File: config.mk
export PLATFORM = sky130hd
export DESIGN_NAME = pll_lock_monitor_flat
export DESIGN_NICKNAME = d
export VERILOG_FILES = /design/src/rtl/pll_lock_monitor_if.sv /design/src/rtl/pll_lock_monitor.sv /design/src/flat_wrapper.sv
export SDC_FILE = /design/constraint.sdc
export NUM_CORES = 1
export LEC_CHECK = 0
export ABC_AREA = 1
export BUFFER_PORTS_ARGS = -buffer_cell sky130_fd_sc_hd__buf_2
export CORE_MARGIN = 2
export CORE_UTILIZATION = 62
export DETAILED_ROUTE_END_ITERATION = 8
export PLACE_DENSITY = 0.83
export REMOVE_ABC_BUFFERS = 1
export SLEW_MARGIN = 30
export SYNTH_ARGS = -nofsm -noshare
export SYNTH_HDL_FRONTEND = slang
export SYNTH_SLANG_ARGS = --single-unit
File: constraint.sdc
create_clock -name clk -period 4.4 [get_ports clk]
set_input_delay 0 -clock clk [delete_from_list [all_inputs] [get_ports clk]]
set_output_delay 0 -clock clk [all_outputs]
set_load 0.02 [all_outputs]
File: src/rtl/pll_lock_monitor_if.sv
// Status/handshake bundle between the ADPLL controller and its lock monitor.
// The slave side is the monitor; the master side is the PLL/relock controller.
interface pll_lock_monitor_if #(
  parameter int WIN = 16
);
  localparam int BW = $clog2(WIN) + 2;

  logic          locked_in;
  logic          dir_valid;
  logic          direction;
  logic          relock_ack;
  logic          lock_ok;
  logic          lock_lost;
  logic          relock_req;
  logic [BW-1:0] bias;
  logic          bias_valid;

  modport slave (
    input  locked_in, dir_valid, direction, relock_ack,
    output lock_ok, lock_lost, relock_req, bias, bias_valid
  );

  modport master (
    output locked_in, dir_valid, direction, relock_ack,
    input  lock_ok, lock_lost, relock_req, bias, bias_valid
  );
endinterface

File: src/rtl/pll_lock_monitor.sv
// Post-lock supervisor: waits a settle time after lock, accumulates phase
// detector early/late decisions per window and requests relock on drift.
//
//   state   | meaning
//   --------+-----------------------------------------------------------
//   IDLE    | waiting for the PLL to report lock
//   SETTLE  | lock seen, down-counting the settle time, PD ignored
//   MONITOR | lock good, accumulating PD bias per window
//   LOST    | drift persisted, holding relock request until acked
module pll_lock_monitor #(
  parameter int WIN      = 16,
  parameter int THRESH   = 4,
  parameter int SETTLE   = 8,
  parameter int LOSS_WIN = 2
) (
  input  logic             clk,
  input  logic             rst,
  pll_lock_monitor_if.slave mon
);
  localparam int AW = $clog2(WIN) + 2;
  localparam int CW = $clog2(WIN) + 1;
  localparam int DW = $clog2(LOSS_WIN + 1);
  localparam int SW = (SETTLE > 1) ? $clog2(SETTLE) : 1;

  typedef enum logic [1:0] {IDLE, SETTLE_ST, MONITOR, LOST} state_t;

  state_t        state, state_nxt;
  logic [SW-1:0] settle_cnt, settle_nxt;
  logic [AW-1:0] acc, acc_nxt;
  logic [CW-1:0] smp_cnt, smp_nxt;
  logic [DW-1:0] drift_cnt, drift_nxt;
  logic [AW-1:0] bias_q, bias_nxt;
  logic          bias_valid_q, bias_valid_nxt;
  logic          lock_ok_q, lock_ok_nxt;
  logic          lock_lost_q, lock_lost_nxt;
  logic          relock_q, relock_nxt;

  // Window arithmetic including the sample arriving this cycle.
  logic [AW-1:0] sample_acc;
  logic [CW-1:0] sample_cnt;
  logic [AW:0]   acc_ext;
  logic [AW:0]   mag;
  logic [DW-1:0] drift_inc;

  // State and output registers with synchronous reset.
  always_ff @(posedge clk) begin
    if (rst) begin
      state        <= IDLE;
      settle_cnt   <= '0;
      acc          <= '0;
      smp_cnt      <= '0;
      drift_cnt    <= '0;
      bias_q       <= '0;
      bias_valid_q <= 1'b0;
      lock_ok_q    <= 1'b0;
      lock_lost_q  <= 1'b0;
      relock_q     <= 1'b0;
    end else begin
      state        <= state_nxt;
      settle_cnt   <= settle_nxt;
      acc          <= acc_nxt;
      smp_cnt      <= smp_nxt;
      drift_cnt    <= drift_nxt;
      bias_q       <= bias_nxt;
      bias_valid_q <= bias_valid_nxt;
      lock_ok_q    <= lock_ok_nxt;
      lock_lost_q  <= lock_lost_nxt;
      relock_q     <= relock_nxt;
    end
  end

  // Next-state, counters, window evaluation and registered-output targets.
  always_comb begin
    state_nxt      = state;
    settle_nxt     = settle_cnt;
    acc_nxt        = acc;
    smp_nxt        = smp_cnt;
    drift_nxt      = drift_cnt;
    bias_nxt       = bias_q;
    bias_valid_nxt = 1'b0;
    lock_ok_nxt    = lock_ok_q;
    lock_lost_nxt  = lock_lost_q;
    relock_nxt     = relock_q;

    sample_acc = mon.direction ? (acc + AW'(1)) : (acc - AW'(1));
    sample_cnt = smp_cnt + CW'(1);
    // Sign-extend before negating so that -WIN yields +WIN.
    acc_ext    = {sample_acc[AW-1], sample_acc};
    mag        = acc_ext[AW] ? (~acc_ext + (AW+1)'(1)) : acc_ext;
    drift_inc  = drift_cnt + DW'(1);

    unique case (state)
      IDLE: begin
        lock_ok_nxt = 1'b0;
        if (mon.locked_in) begin
          state_nxt  = SETTLE_ST;
          settle_nxt = SW'(SETTLE - 1);
        end
      end
      SETTLE_ST: begin
        if (!mon.locked_in) begin
          state_nxt   = IDLE;
          lock_ok_nxt = 1'b0;
        end else if (settle_cnt == '0) begin
          state_nxt   = MONITOR;
          lock_ok_nxt = 1'b1;
        end else begin
          settle_nxt = settle_cnt - SW'(1);
        end
      end
      MONITOR: begin
        if (!mon.locked_in) begin
          // Unlock wins over a coincident window end; bias is kept.
          state_nxt   = IDLE;
          lock_ok_nxt = 1'b0;
          acc_nxt     = '0;
          smp_nxt     = '0;
          drift_nxt   = '0;
        end else if (mon.dir_valid) begin
          if (sample_cnt == CW'(WIN)) begin
            bias_nxt       = sample_acc;
            bias_valid_nxt = 1'b1;
            acc_nxt        = '0;
            smp_nxt        = '0;
            if (mag >= (AW+1)'(THRESH)) begin
              if (drift_inc == DW'(LOSS_WIN)) begin
                state_nxt     = LOST;
                lock_ok_nxt   = 1'b0;
                lock_lost_nxt = 1'b1;
                relock_nxt    = 1'b1;
                drift_nxt     = '0;
              end else begin
                drift_nxt = drift_inc;
              end
            end else begin
              drift_nxt = '0;
            end
          end else begin
            acc_nxt = sample_acc;
            smp_nxt = sample_cnt;
          end
        end
      end
      LOST: begin
        if (mon.relock_ack) begin
          state_nxt     = IDLE;
          lock_lost_nxt = 1'b0;
          relock_nxt    = 1'b0;
        end
      end
      default: state_nxt = IDLE;
    endcase
  end

  assign mon.lock_ok    = lock_ok_q;
  assign mon.lock_lost  = lock_lost_q;
  assign mon.relock_req = relock_q;
  assign mon.bias       = bias_q;
  assign mon.bias_valid = bias_valid_q;
endmodule

File: src/flat_wrapper.sv
// flat-port wrapper written by rule: the top's interface ports become plain ports
module pll_lock_monitor_flat 
#(
  parameter int WIN      = 16,
  parameter int THRESH   = 4,
  parameter int SETTLE   = 8,
  parameter int LOSS_WIN = 2
)
  (clk, rst, mon_locked_in, mon_dir_valid, mon_direction, mon_relock_ack, mon_lock_ok, mon_lock_lost, mon_relock_req, mon_bias, mon_bias_valid);
  pll_lock_monitor_if #(.WIN(WIN)) mon_i ();
  input  logic clk;
  input  logic rst;
  input wire logic [$bits(mon_i.locked_in)-1:0] mon_locked_in;
  input wire logic [$bits(mon_i.dir_valid)-1:0] mon_dir_valid;
  input wire logic [$bits(mon_i.direction)-1:0] mon_direction;
  input wire logic [$bits(mon_i.relock_ack)-1:0] mon_relock_ack;
  output wire logic [$bits(mon_i.lock_ok)-1:0] mon_lock_ok;
  output wire logic [$bits(mon_i.lock_lost)-1:0] mon_lock_lost;
  output wire logic [$bits(mon_i.relock_req)-1:0] mon_relock_req;
  output wire logic [$bits(mon_i.bias)-1:0] mon_bias;
  output wire logic [$bits(mon_i.bias_valid)-1:0] mon_bias_valid;
  assign mon_i.locked_in = mon_locked_in;
  assign mon_i.dir_valid = mon_dir_valid;
  assign mon_i.direction = mon_direction;
  assign mon_i.relock_ack = mon_relock_ack;
  assign mon_lock_ok = mon_i.lock_ok;
  assign mon_lock_lost = mon_i.lock_lost;
  assign mon_relock_req = mon_i.relock_req;
  assign mon_bias = mon_i.bias;
  assign mon_bias_valid = mon_i.bias_valid;
  pll_lock_monitor #(.WIN(WIN), .THRESH(THRESH), .SETTLE(SETTLE), .LOSS_WIN(LOSS_WIN)) u_core (.clk(clk), .rst(rst), .mon(mon_i));
endmodule
======== Word level (Yosys, flattened, before mapping) ========
Cells that the tools add are included.
storage, ports and cells
  register bits after elaboration ......... 27
  logic and storage cells ................. 97
  bits of input ports ..................... 6
  output and inout bits ................... 10
cells by class
  bitwise operators ....................... 4
  $lt $le $gt $ge ......................... 1
  equality and inequality tests ........... 21
  multiplexer cells ....................... 43
  reductions and logical operators ........ 13
  add/sub/neg operators ................... 6
operators by type and width
  kind                   number
  $mux W2                14
  $mux W6                4
  $mux W5                3
  $mux W1                14
  $reduce_and A7 Y1      2
  $ne A2 B2 Y1 const B   6
  $ne A3 B2 Y1 const B   4
  $ne A2 B1 Y1 const B   5
  $mux W3                3
  $pmux W2 S4            1
  $reduce_and A4 Y1      2
  $add A7 B1 Y7 const B  1
  $ge A7 B3 Y1 const B   1
  $mux W7                1
  $not A7 Y7             1
  $add A6 B1 Y6 const B  1
  $eq A2 B2 Y1 const B   3
  $pmux W3 S2            1
  $reduce_and A6 Y1      1
  $sub A6 B1 Y6 const B  1
  $add A5 B1 Y5 const B  1
  $eq A5 B5 Y1 const B   1
  $reduce_bool A2 Y1     2
  $reduce_or A4 Y1       1
  other kinds (12)       14

======== Longest topological paths before layout ========
Gate-level depths: netlist (run 1).
  depth in word-level cells ............... 11
  mapped depth ............................ 15

======== Worst setup path before layout (run 1) ========
OpenSTA, ideal clock, no wires.
  kind .................................... reg2reg
  from .................................... reg u_core.acc[0]
  to ...................................... reg u_core.lock_lost_q, in the netlist u_core.mon.lock_lost
  path buffers ............................ 0
  cell stages (with the launch flop) ...... 11
  arrival ................................. 1.693 ns
  clock period less this slack ............ 1.808 ns
  setup slack ............................. 2.592 ns
  library setup time ...................... 0.115 ns
  cell sequence ........................... dfxtp_1 > fa_1 > xnor2_1 > nand2_1 > nand2_1 > nand3_1 > nand2_1 > nand2_1 > nand2_1 > nor2_1 > o21ba_2
between the ends
  word-level cells in the longest chain between the ends .. 8
  elaborated cells on any way between the ends .. 9
  those cells by class .................... 3 x add/sub; 1 x order compare; 1 x eq/ne; 2 x mux; 1 x bitwise; 1 x reduce/logical
RTL lines
  element                                         line                     source
  start: declaration                              pll_lock_monitor.sv:29   logic [AW-1:0] acc, acc_nxt;
  start signal: assignment                        pll_lock_monitor.sv:61   acc <= acc_nxt;
  $sub A6 B1 Y6 or $add A6 B1 Y6 (tied branches)  pll_lock_monitor.sv:85   sample_acc = mon.direction ? (acc + AW'(1)) : (acc - AW'(1));
  $mux W6 (*)                                     pll_lock_monitor.sv:85
  $not A7 Y7                                      pll_lock_monitor.sv:89   mag = acc_ext[AW] ? (~acc_ext + (AW+1)'(1)) : acc_ext;
  $add A7 B1 Y7                                   pll_lock_monitor.sv:89
  $mux W7 (*)                                     pll_lock_monitor.sv:89
  $ge A7 B3 Y1 (*)                                pll_lock_monitor.sv:125  if (mag >= (AW+1)'(THRESH)) begin
  $ne A2 B1 Y1 (no line) (*)                      -
  $reduce_and A7 Y1 (no line) (*)                 -
  end signal: assignment                          pll_lock_monitor.sv:67   lock_lost_q <= lock_lost_nxt;
  end: declaration                                pll_lock_monitor.sv:35   logic lock_lost_q, lock_lost_nxt;
Every way passes the cells marked *; elsewhere a longest branch is shown, timed or not.
A chain may end at the register's enable or synchronous reset.

======== Worst setup path after layout (run 1) ========
Ends and elaborated chain as after synthesis.

==> flow_metrics.py, run 1 <==
metrics = {
    "run_status": {
        "status": "complete, no violations",
    },
    "floorplanning": {
        "rows": 18,
        "core_area_mm2": 0.00243,
        "dieArea_mm2": 0.00296,
        "die_w_um": 54.4,
        "start_util_pct": 64.8,
        "die_y_um": 54.4,
        "io_pins": 16,
    },
    "timing": {
        "fmax_mhz": 509,
        "finalCriticalPeriod_ps": 1960,
        "fin_crit_sh_pct": 44.7,
        "hold_viol": 0,
        "tightest_slew_ps": 734,
        "finalSetupViolations": 0,
        "slew_headroom_pct": 50.7,
        "drv_slew": 0,
        "fin_tns_setup_ps": 0,
        "rsz0062_at_grt": "no",
        "holdWs_ps": 70.1,
        "skew_ps": 3.53,
    },
    "hold_path": {
        "hold_start": "mon_dir_valid",
        "hold_class": "in2reg",
        "hold_depth": 5,
        "min_to": "u_core.mon.bias_valid",
    },
    "cts": {
        "cts_sinks": 27,
        "cts_tree": "built",
        "clk_pin_slew_ps": 150,
        "clock_latency_ps": 330,
        "cts_root_buffer": "clkbuf_4",
        "ctsLongestPathBuffers": 2,
        "htreeDepth": 1,
        "cts_made_buffers": 3,
        "cts_resized": 0,
    },
    "power_and_ir_drop": {
        "power_density_mw_per_mm2": 461,
        "ir_worst_vdd_mv": 0.268,
        "pwr-share-clk_pct": 14.3,
        "p_leak_nw": 0.841,
        "p_sw_mw": 0.338,
        "sequentialPowerShare_pct": 40.0,
        "power_frac_comb_pct": 45.7,
        "switching_share_pct": 43.1,
        "p_int_mw": 0.447,
    },
    "setup_path": {
        "crit_type": "reg2reg",
        "reg2regPathDepth": 10,
        "crit-reg2reg-launch": "u_core.acc[0]",
        "crit_fanout": 8,
        "crit_path_end_kind": "flip-flop",
        "worstPathArrival_ps": 2210,
        "rr_endpoint": "u_core.mon.lock_lost",
        "startpoint_type": "flip-flop",
        "crit_required_ps": 4650,
        "r2r_slack_ps": 2440,
    },
    "route": {
        "dr_total_vias": 1437,
        "via_per_inst": 5.30,
        "drtPass1Iterations": 4,
        "drc": 0,
        "drtIter0Drc": 36,
        "routedWlPerCell_um": 11.2,
        "ant_nets": 0,
        "wl_um": 3040,
    },
    "logic_synthesis": {
        "synth-xor-area-share_pct": 2.78,
        "synth_fa_ha_area_share_pct": 7.62,
        "syn-cell-area_mm2": 0.00158,
        "ys_warn_count": 0,
        "synth_cells": 226,
        "synth_top_family_by_area": "simple AND/OR/NAND/NOR gates",
        "synth_cell_types": 29,
        "ys_ff_latch": 27,
        "synth_compound_area_share_pct": 16.8,
        "syn-mean-instance-area_um2": 6.98,
        "yosys.area_share.simple_pct": 28.9,
        "synthMuxAreaShare_pct": 0,
        "synth_seq_area_share_pct": 34.3,
    },
    "grt": {
        "grt_pass1_vias": 1169,
        "grt_pass1_wl_um": 4930,
        "grt_usage_pct": 22.9,
        "antenna_found_initial": 0,
        "grt_start_max_net_pins": 16,
        "grt_overflow_total": 0,
    },
    "flow_run": {
        "max_cap_violations": 0,
    },
    "layout": {
        "layout-area-overhead-vs-synth_pct": 7.94,
        "utilization_pct": 70.0,
        "diodes": 0,
        "finalNetCount": 257,
        "drive_gt1_share_pct": 15.8,
    },
    "placement": {
        "gp_congestion": 0.862,
        "dp.final_hpwl_um": 2300,
        "port_buffers": 15,
    },
}
## area by class of cell
cell class,instances,area [µm²]
flip-flops and latches,27,541
fillers,216,731
repair buffers,17,95.1
clock inverters,1,5.00
well taps,30,37.5
multi-input cells,162,885
inverters,31,116
clock buffers,3,22.5
## worst max-delay path by stage
stage,start,to,slack (ps),depth (start not counted)
6_report,u_core.acc[0],u_core.mon.lock_lost,2440,10
4_1_cts,u_core.acc[0],u_core.mon.lock_lost,2450,10
3_3_place_gp,u_core.acc[0],u_core.mon.lock_lost,2510,10
3_5_place_dp,u_core.acc[0],u_core.mon.lock_lost,2470,10
5_1_grt,u_core.acc[0],u_core.mon.lock_ok,2250,11
2_1_floorplan,u_core.acc[0],u_core.mon.lock_lost,2590,10
## Yosys cell counts
master | instances | area (µm²)
nand2_1 | 50 | 188
dfxtp_1 | 27 | 541
inv_1 | 26 | 97.6
a21oi_1 | 22 | 110
nor2_1 | 19 | 71.3
nand3_1 | 17 | 85.1
ha_1 | 8 | 100
o21ai_1 | 7 | 35.0
o21ai_0 | 6 | 30.0
a211oi_1 | 5 | 37.5
inv_2 | 5 | 18.8
xor2_1 | 4 | 35.0
a21oi_2 | 3 | 26.3
buf_4 | 3 | 22.5
nand3_2 | 3 | 30.0
nand4_1 | 3 | 18.8
nor2_2 | 3 | 18.8
or2_2 | 3 | 18.8
clkbuf_1 | 2 | 7.51
a221oi_1 | 1 | 8.76
buf_2 | 1 | 5.00
fa_1 | 1 | 20.0
nand2_2 | 1 | 6.26
nand3b_1 | 1 | 7.51
nor3_1 | 1 | 5.00
nor4_1 | 1 | 6.26
o21ba_2 | 1 | 10.0
o21bai_1 | 1 | 7.51
xnor2_1 | 1 | 8.76
## repair_timing
item,in CTS,in global routing
buffers inserted,0,0
hold buffers,2,0
endpoints found under the hold margin,8,0
## power by group through the flow
stage | logic (mW) | clock network, mW | registers, mW
after detailed placement | 0.350 | 0 | 0.320
after floorplan | 0.285 | 0 | 0.315
after CTS | 0.356 | 0.115 | 0.314
final | 0.359 | 0.112 | 0.314
after global placement | 0.344 | 0 | 0.318
after global routing | 0.413 | 0.121 | 0.319
## logic make-up (layout without fill, tap and decap cells)
family                     count (synthesis)  in the layout
buffers and inverters                     37             52
adders and majority gates                  9              9
and+or+nand+nor                          102            102
xor gates and xnor gates                   5              5
AOI/OAI and AO/OA                         46             46
DFF                                       27             27
## critical path: stages (launching register included)
cell	delay, ps
dfxtp_1	410
fa_1	480
xnor2_1	320
nand2_1	80
nand2_1	70
nand3_1	70
nand2_1	90
nand2_1	80
nand2_1	60
nor2_1	30
o21ba_2	180
## through the flow
step | power (mW) | cell area [µm²] | setup WS (ps) | instances
global route | 0.852 | 1700 | 2250 | 271
global placement | 0.662 | 1650 | 2510 | 265
floorplan | 0.600 | 1540 | 2590 | 220
CTS | 0.784 | 1700 | 2450 | 271
detailed placement | 0.670 | 1650 | 2470 | 265
finish | 0.785 | 1700 | 2440 | 271
## layer usage
layer	share of wire [%]	GRT usage [%]	vias up	routed length (µm)
met5	0	0	-	0
met4	1.7	10.0	0	53
met3	4.1	2.73	6	125
met2	41	33.9	32	1260
met1	53	33.1	627	1600
li1	-	-	772	-
## flip-flops by register name, indices dropped and copies added, names as in the netlist
register	cells
u_core.smp_cnt	5
u_core.mon.bias	6
u_core.drift_cnt	2
u_core.mon.bias_valid	1
u_core.settle_cnt	3
u_core.acc	6
u_core.mon.lock_ok	1
u_core.mon.lock_lost	1
u_core.state	2
## cells in the final DEF, fill, tap and decap left out, types with 4 or more instances in the layout
cell type	synthesis	final
xor2_1	4	4
buf_2	1	15
inv_1	26	26
a21oi_1	22	22
dfxtp_1	27	27
nand3_1	17	17
ha_1	8	8
nand2_1	50	50
o21ai_0	6	6
inv_2	5	5
a211oi_1	5	5
o21ai_1	7	7
nor2_1	19	19
No activity file was read; power rests on OpenSTA's default activity.
==> run 2: changes to the inputs <==
ABC_AREA = 0   (was 1)
CORE_UTILIZATION = 52   (was 62)
PLACE_DENSITY = 0.75   (was 0.83)
clock period = 1.7 ns   (was 4.4 ns; I/O delays follow)
==> flow_metrics.py, run 2 <==
metrics = {
    "setup_path": {
        "cp_top_family": "compound AO/OA/AOI/OAI gates",
        "worstPathArrival_ps": 2170,
        "crit_type": "reg2reg",
        "cp_num_buf_inv": 0,
        "critPathMaxStageDelay_ps": 390,
        "cp-startpoint": "u_core.acc[1]",
        "crit-reg2reg-launch": "u_core.acc[1]",
        "cp_slowest_cell": "dfxtp_4",
        "startpoint_type": "flip-flop",
        "crit_fanout": 5,
        "crit_chain": "ha_4 > a211o_1 > a2111oi_4 > nor4_4 > and4bb_4 > o31a_1",
        "crit_required_ps": 1920,
        "rr_endpoint": "u_core.mon.lock_ok",
        "r2r_slack_ps": -250,
        "path_depth": 6,
        "critPathCapture": "u_core.mon.lock_ok",
        "reg2regPathDepth": 6,
        "crit_path_end_kind": "flip-flop",
    },
    "timing": {
        "finalSetupViolations": 7,
        "skew_ps": 6.83,
        "slew_headroom_pct": 69.2,
        "rsz0062_at_grt": "yes",
        "fin_crit_sh_pct": 115,
        "tightest_slew_ps": 461,
        "drv_slew": 0,
        "hold_viol": 0,
        "finalCriticalPeriod_ps": 1950,
        "fmax_mhz": 513,
        "fin_ws_ps": -251,
    },
    "floorplanning": {
        "die_y_um": 58.6,
        "die_w_um": 58.6,
        "core_area_mm2": 0.00278,
        "io_pins": 16,
        "start_util_pct": 55.6,
        "dieArea_mm2": 0.00343,
        "rows": 19,
    },
    "route": {
        "drtPass1Iterations": 5,
        "drc": 0,
        "ant_nets": 0,
        "dr_total_vias": 1386,
        "routedWlPerCell_um": 14.9,
        "wl_um": 3580,
        "via_per_inst": 5.78,
        "drtIter0Drc": 57,
    },
    "grt": {
        "antenna_found_initial": 0,
        "grt_usage_pct": 21.9,
        "grt_pass1_wl_um": 5930,
        "grt_pass1_vias": 1343,
        "grt_overflow_total": 0,
        "grt_start_max_net_pins": 24,
    },
    "layout": {
        "layout.cells.most_common_list": "25 x nor2_1, 24 x dfxtp_1, 21 x buf_4",
        "finalNetCount": 225,
        "layout-area-overhead-vs-synth_pct": 24.1,
        "final_common_cell": "nor2_1",
        "design_area_mm2": 0.00192,
        "diodes": 0,
        "utilization_pct": 69.1,
        "n_fill_cell": 237,
        "drive_gt1_share_pct": 29.2,
    },
    "placement": {
        "gp_congestion": 0.879,
        "dp.final_hpwl_um": 2610,
        "port_buffers": 15,
        "placed_cell_area_mm2": 0.00177,
    },
    "power_and_ir_drop": {
        "power_density_mw_per_mm2": 669,
        "p_leak_nw": 0.830,
        "ir_worst_vdd_mv": 0.558,
        "p_total_mw": 1.28,
    },
    "logic_synthesis": {
        "synth_cell_types": 43,
        "synth-async-reset-ratio_pct": 0,
        "synth_top_area_share_pct": 34.9,
        "syn-mean-instance-area_um2": 8.79,
        "synthTopCellsByCount": "27 x dfxtp_1, 25 x nor2_1, 10 x inv_1",
        "yosys-top-cells-area": "dfxtp_1 35%, ha_1 6.5%, nor2_1 6.1%, mux2i_1 4.5%, a211oi_1 4.4%",
        "syn-cell-area_mm2": 0.00155,
        "ys_ff_latch": 27,
        "ys_warn_count": 0,
        "post-synth-top-count-cell": "dfxtp_1",
        "synth.largest_area_cell": "dfxtp_1",
        "synth_edf_count": 0,
        "synth-main-ff-cell": "dfxtp_1",
        "synth_seq_area_share_pct": 34.9,
        "synth_cells": 176,
    },
    "cts": {
        "clk_pin_slew_ps": 140,
        "ctsLongestPathBuffers": 2,
        "clock_latency_ps": 320,
        "cts_tree": "built",
        "cts_root_buffer": "clkbuf_4",
        "cts_made_buffers": 3,
        "cts_sinks": 27,
        "htreeDepth": 1,
        "postCtsHoldBufs": 0,
    },
    "hold_path": {
        "hold_class": "in2reg",
    },
    "run_status": {
        "violations": "setup timing",
        "status": "finished with violations",
    },
    "flow_run": {
        "max_cap_violations": 0,
    },
}
==> run 2: cell count changes after synthesis, sizes merged, moves of 4 or more <==
cell	before	now
nand3	20	6
inv	31	11
o21ai	13	8
nand2	51	9
a211oi	5	9
nand2b	0	4
a21oi	25	7
xnor2	1	7
mux2i	0	7
a21o	0	4
==> run 2: logic make-up (layout without fill, tap and decap cells) <==
family | count (synthesis) | count (layout) | share of synthesized area, %
AOI/OAI and AO/OA | 46 | 46 | 23.4
DFF | 27 | 27 | 34.9
muxes | 7 | 7 | 4.53
adders and majority gates | 9 | 9 | 7.76
buffers and inverters | 18 | 51 | 4.69
xor gates and xnor gates | 8 | 8 | 4.53
and+or+nand+nor | 61 | 61 | 20.2
==> run 2: how the worst min path moves through the flow <==
| stage | startpoint | endpoint | slack (ps) | depth (start not counted) |
|---|---|---|---|---|
| 4_1_cts | mon_relock_ack | u_core.mon.lock_lost | 20 | 4 |
| 3_3_place_gp | mon_relock_ack | u_core.mon.lock_lost | 380 | 4 |
| 2_1_floorplan | rst | u_core.smp_cnt[4] | 70 | 1 |
| 5_1_grt | mon_locked_in | u_core.state[1] | 50 | 3 |
| 6_report | mon_locked_in | u_core.state[1] | 50 | 3 |
| 3_5_place_dp | mon_relock_ack | u_core.mon.lock_lost | 360 | 4 |
==> run 2: cell type report <==
type                       instances  area, µm²  area share (%)
sequential                        27        547            28.5
timing repair buffer              36        233            12.1
inverter                          11       41.3            2.15
tap                               31       38.8            2.02
clock buffer                       4       26.3            1.37
multi-input combinational        131       1030            53.9
==> run 2: worst reg2reg max path, delay by kind of cell (launching register included) <==
kind / cells / cell delay (ps)
AOI/OAI and AO/OA: 3 / 920
adders and majority gates: 1 / 210
DFF: 1 / 390
and+or+nand+nor: 2 / 350
==> run 2: power by group <==
part | internal, mW | switching (mW)
registers | 0.652 | 0.0155
clock network | 0.0917 | 0.183
logic | 0.164 | 0.178
total | 0.907 | 0.377
==> run 2: what timing repair did <==
action	in CTS	in global routing
pin swaps	9	6
gates resized for setup	8	11
setup endpoints to repair	9	11
setup buffers	3	0
==> run 2: per-stage QoR <==
stage	worst slack [ps]	hold WS (ps)	std cells	TNS (ps)
floorplan	-307	69.1	169	-2550
global placement	-303	380	233	-1550
detailed placement	-359	356	233	-1960
CTS	-242	24.7	240	-1130
global route	-310	45.7	240	-1920
finish	-251	46.6	240	-1130
==> run 2: per-layer routing <==
layer	vias to the layer above	wire length [µm]	global-route usage, %
met5	-	0	0
met4	0	17	6.31
met3	2	93	2.20
met1	660	1550	27.6
met2	16	1910	39.5
li1	708	-	-
==> run 3: changes to the inputs <==
SKIP_CTS_REPAIR_TIMING = 1   (was default)
==> flow_metrics.py, run 3 (synthesized netlist as in run 2, its figures left out) <==
metrics = {
    "floorplanning": {
        "rows": 19,
        "io_pins": 16,
        "start_util_pct": 55.6,
        "die_y_um": 58.6,
        "core_area_mm2": 0.00278,
        "dieArea_mm2": 0.00343,
        "die_w_um": 58.6,
    },
    "hold_path": {
        "hold_class": "in2reg",
    },
    "cts": {
        "cts_made_buffers": 3,
        "clock_latency_ps": 320,
        "htreeDepth": 1,
        "ctsLongestPathBuffers": 2,
        "cts_sinks": 27,
        "cts_tree": "built",
        "clk_pin_slew_ps": 140,
        "cts_root_buffer": "clkbuf_4",
    },
    "timing": {
        "tightest_slew_ps": 456,
        "fin_ws_ps": -273,
        "rsz0062_at_grt": "yes",
        "finalCriticalPeriod_ps": 1970,
        "holdWs_ps": 50.6,
        "fmax_mhz": 507,
        "drv_slew": 0,
        "slew_headroom_pct": 69.6,
        "finalSetupViolations": 9,
        "fin_crit_sh_pct": 116,
        "skew_ps": 7.96,
        "fin_tns_setup_ps": -1500,
        "hold_viol": 0,
    },
    "power_and_ir_drop": {
        "power_frac_comb_pct": 25.2,
        "p_total_mw": 1.26,
        "p_leak_nw": 0.807,
        "switching_share_pct": 28.9,
        "pwr-share-clk_pct": 21.7,
        "ir_worst_vdd_mv": 0.549,
        "sequentialPowerShare_pct": 53.1,
        "p_int_mw": 0.893,
        "p_sw_mw": 0.364,
        "power_density_mw_per_mm2": 672,
    },
    "setup_path": {
        "crit_fanout": 5,
        "crit_chain": "ha_4 > a211o_1 > a2111oi_4 > nor4_4 > and4bb_4 > o31a_1",
        "critPathCapture": "u_core.mon.lock_ok",
        "cp_top_family": "compound AO/OA/AOI/OAI gates",
        "reg2regPathDepth": 6,
        "cp-startpoint": "u_core.acc[1]",
        "path_depth": 6,
        "startpoint_type": "flip-flop",
        "cp_num_buf_inv": 0,
        "r2r_slack_ps": -270,
        "crit_type": "reg2reg",
        "cp_slowest_cell": "a2111oi_4",
        "worstPathArrival_ps": 2190,
        "crit_required_ps": 1920,
        "crit-reg2reg-launch": "u_core.acc[1]",
        "crit_path_end_kind": "flip-flop",
        "rr_endpoint": "u_core.mon.lock_ok",
        "critPathMaxStageDelay_ps": 420,
    },
    "layout": {
        "finalNetCount": 224,
        "drive_gt1_share_pct": 25.5,
        "final_common_cell": "dfxtp_1",
        "layout.cells.most_common_list": "26 x dfxtp_1, 25 x nor2_1, 20 x buf_4",
        "design_area_mm2": 0.00187,
        "diodes": 0,
        "layout-area-overhead-vs-synth_pct": 20.8,
    },
    "route": {
        "drc": 0,
        "routedWlPerCell_um": 14.5,
        "ant_nets": 0,
        "drtIter0Drc": 100,
        "via_per_inst": 5.71,
        "drtPass1Iterations": 4,
        "dr_total_vias": 1364,
        "wl_um": 3470,
    },
    "grt": {
        "grt_start_max_net_pins": 24,
        "grt_pass1_wl_um": 5780,
        "grt_overflow_total": 0,
        "grt_pass1_vias": 1326,
        "antenna_found_initial": 0,
        "grt_usage_pct": 21.3,
    },
    "placement": {
        "port_buffers": 15,
        "dp.final_hpwl_um": 2610,
        "gp_congestion": 0.879,
        "placed_cell_area_mm2": 0.00177,
    },
    "flow_run": {
        "max_cap_violations": 0,
    },
    "run_status": {
        "status": "finished with violations",
        "violations": "setup timing",
    },
}
run 3: cell types whose count changed in the layout (fill, tap and decap cells not counted), moves of 2 or more:
cell,change
dfxtp_2,-2
a211oi_1,+2
xnor2_1,+2
a211oi_2,-2
dfxtp_1,+2
run 3: final cells by class:
cell class / count / area, µm²
Clock buffer: 4 / 26.3
Fill cell: 246 / 912
Inverter: 11 / 41.3
Multi-Input combinational cell: 131 / 993
Sequential cell: 27 / 544
Tap cell: 31 / 38.8
Timing Repair Buffer: 35 / 225
run 3: metrics by stage:
step	setup slack (ps)	utilization [%]	std cells
2_1_floorplan	-307	-	169
3_3_place_gp	-303	63.5	233
3_5_place_dp	-359	63.5	233
4_1_cts	-372	64.4	237
5_1_grt	-345	67.2	239
6_report	-273	67.2	239
run 3: per-layer routing:
metal | track usage, % | routed length, µm | vias to the layer above
met5 | 0 | 0 | -
met4 | 6.31 | 18 | 0
met3 | 2.20 | 60 | 2
met2 | 39.0 | 1820 | 14
met1 | 26.2 | 1570 | 642
li1 | - | - | 706
run 3: power by group through the flow:
| stage | Sequential [mW] | Clock (mW) | Combinational (mW) |
|---|---|---|---|
| floorplan | 0.685 | 0 | 0.163 |
| global placement | 0.679 | 0 | 0.268 |
| detailed placement | 0.682 | 0 | 0.283 |
| CTS | 0.668 | 0.281 | 0.284 |
| global route | 0.670 | 0.305 | 0.347 |
| finish | 0.667 | 0.273 | 0.316 |
run 3: how the worst min path moves through the flow:
stage               depth (start not counted)      startpoint              endpoint  slack (ps)
finish                                      3   mon_locked_in       u_core.state[1]          50
global placement                            4  mon_relock_ack  u_core.mon.lock_lost         380
detailed placement                          4  mon_relock_ack  u_core.mon.lock_lost         360
global route                                3   mon_locked_in       u_core.state[1]          50
CTS                                         4  mon_relock_ack  u_core.mon.lock_lost          20
floorplan                                   1             rst     u_core.smp_cnt[4]          70
run 3: worst reg2reg max path, delay by kind of cell (launching register included):
kind	cells	cell delay, ps
adders and majority gates	1	210
and+or+nand+nor	2	310
DFF	1	380
AOI/OAI and AO/OA	3	980
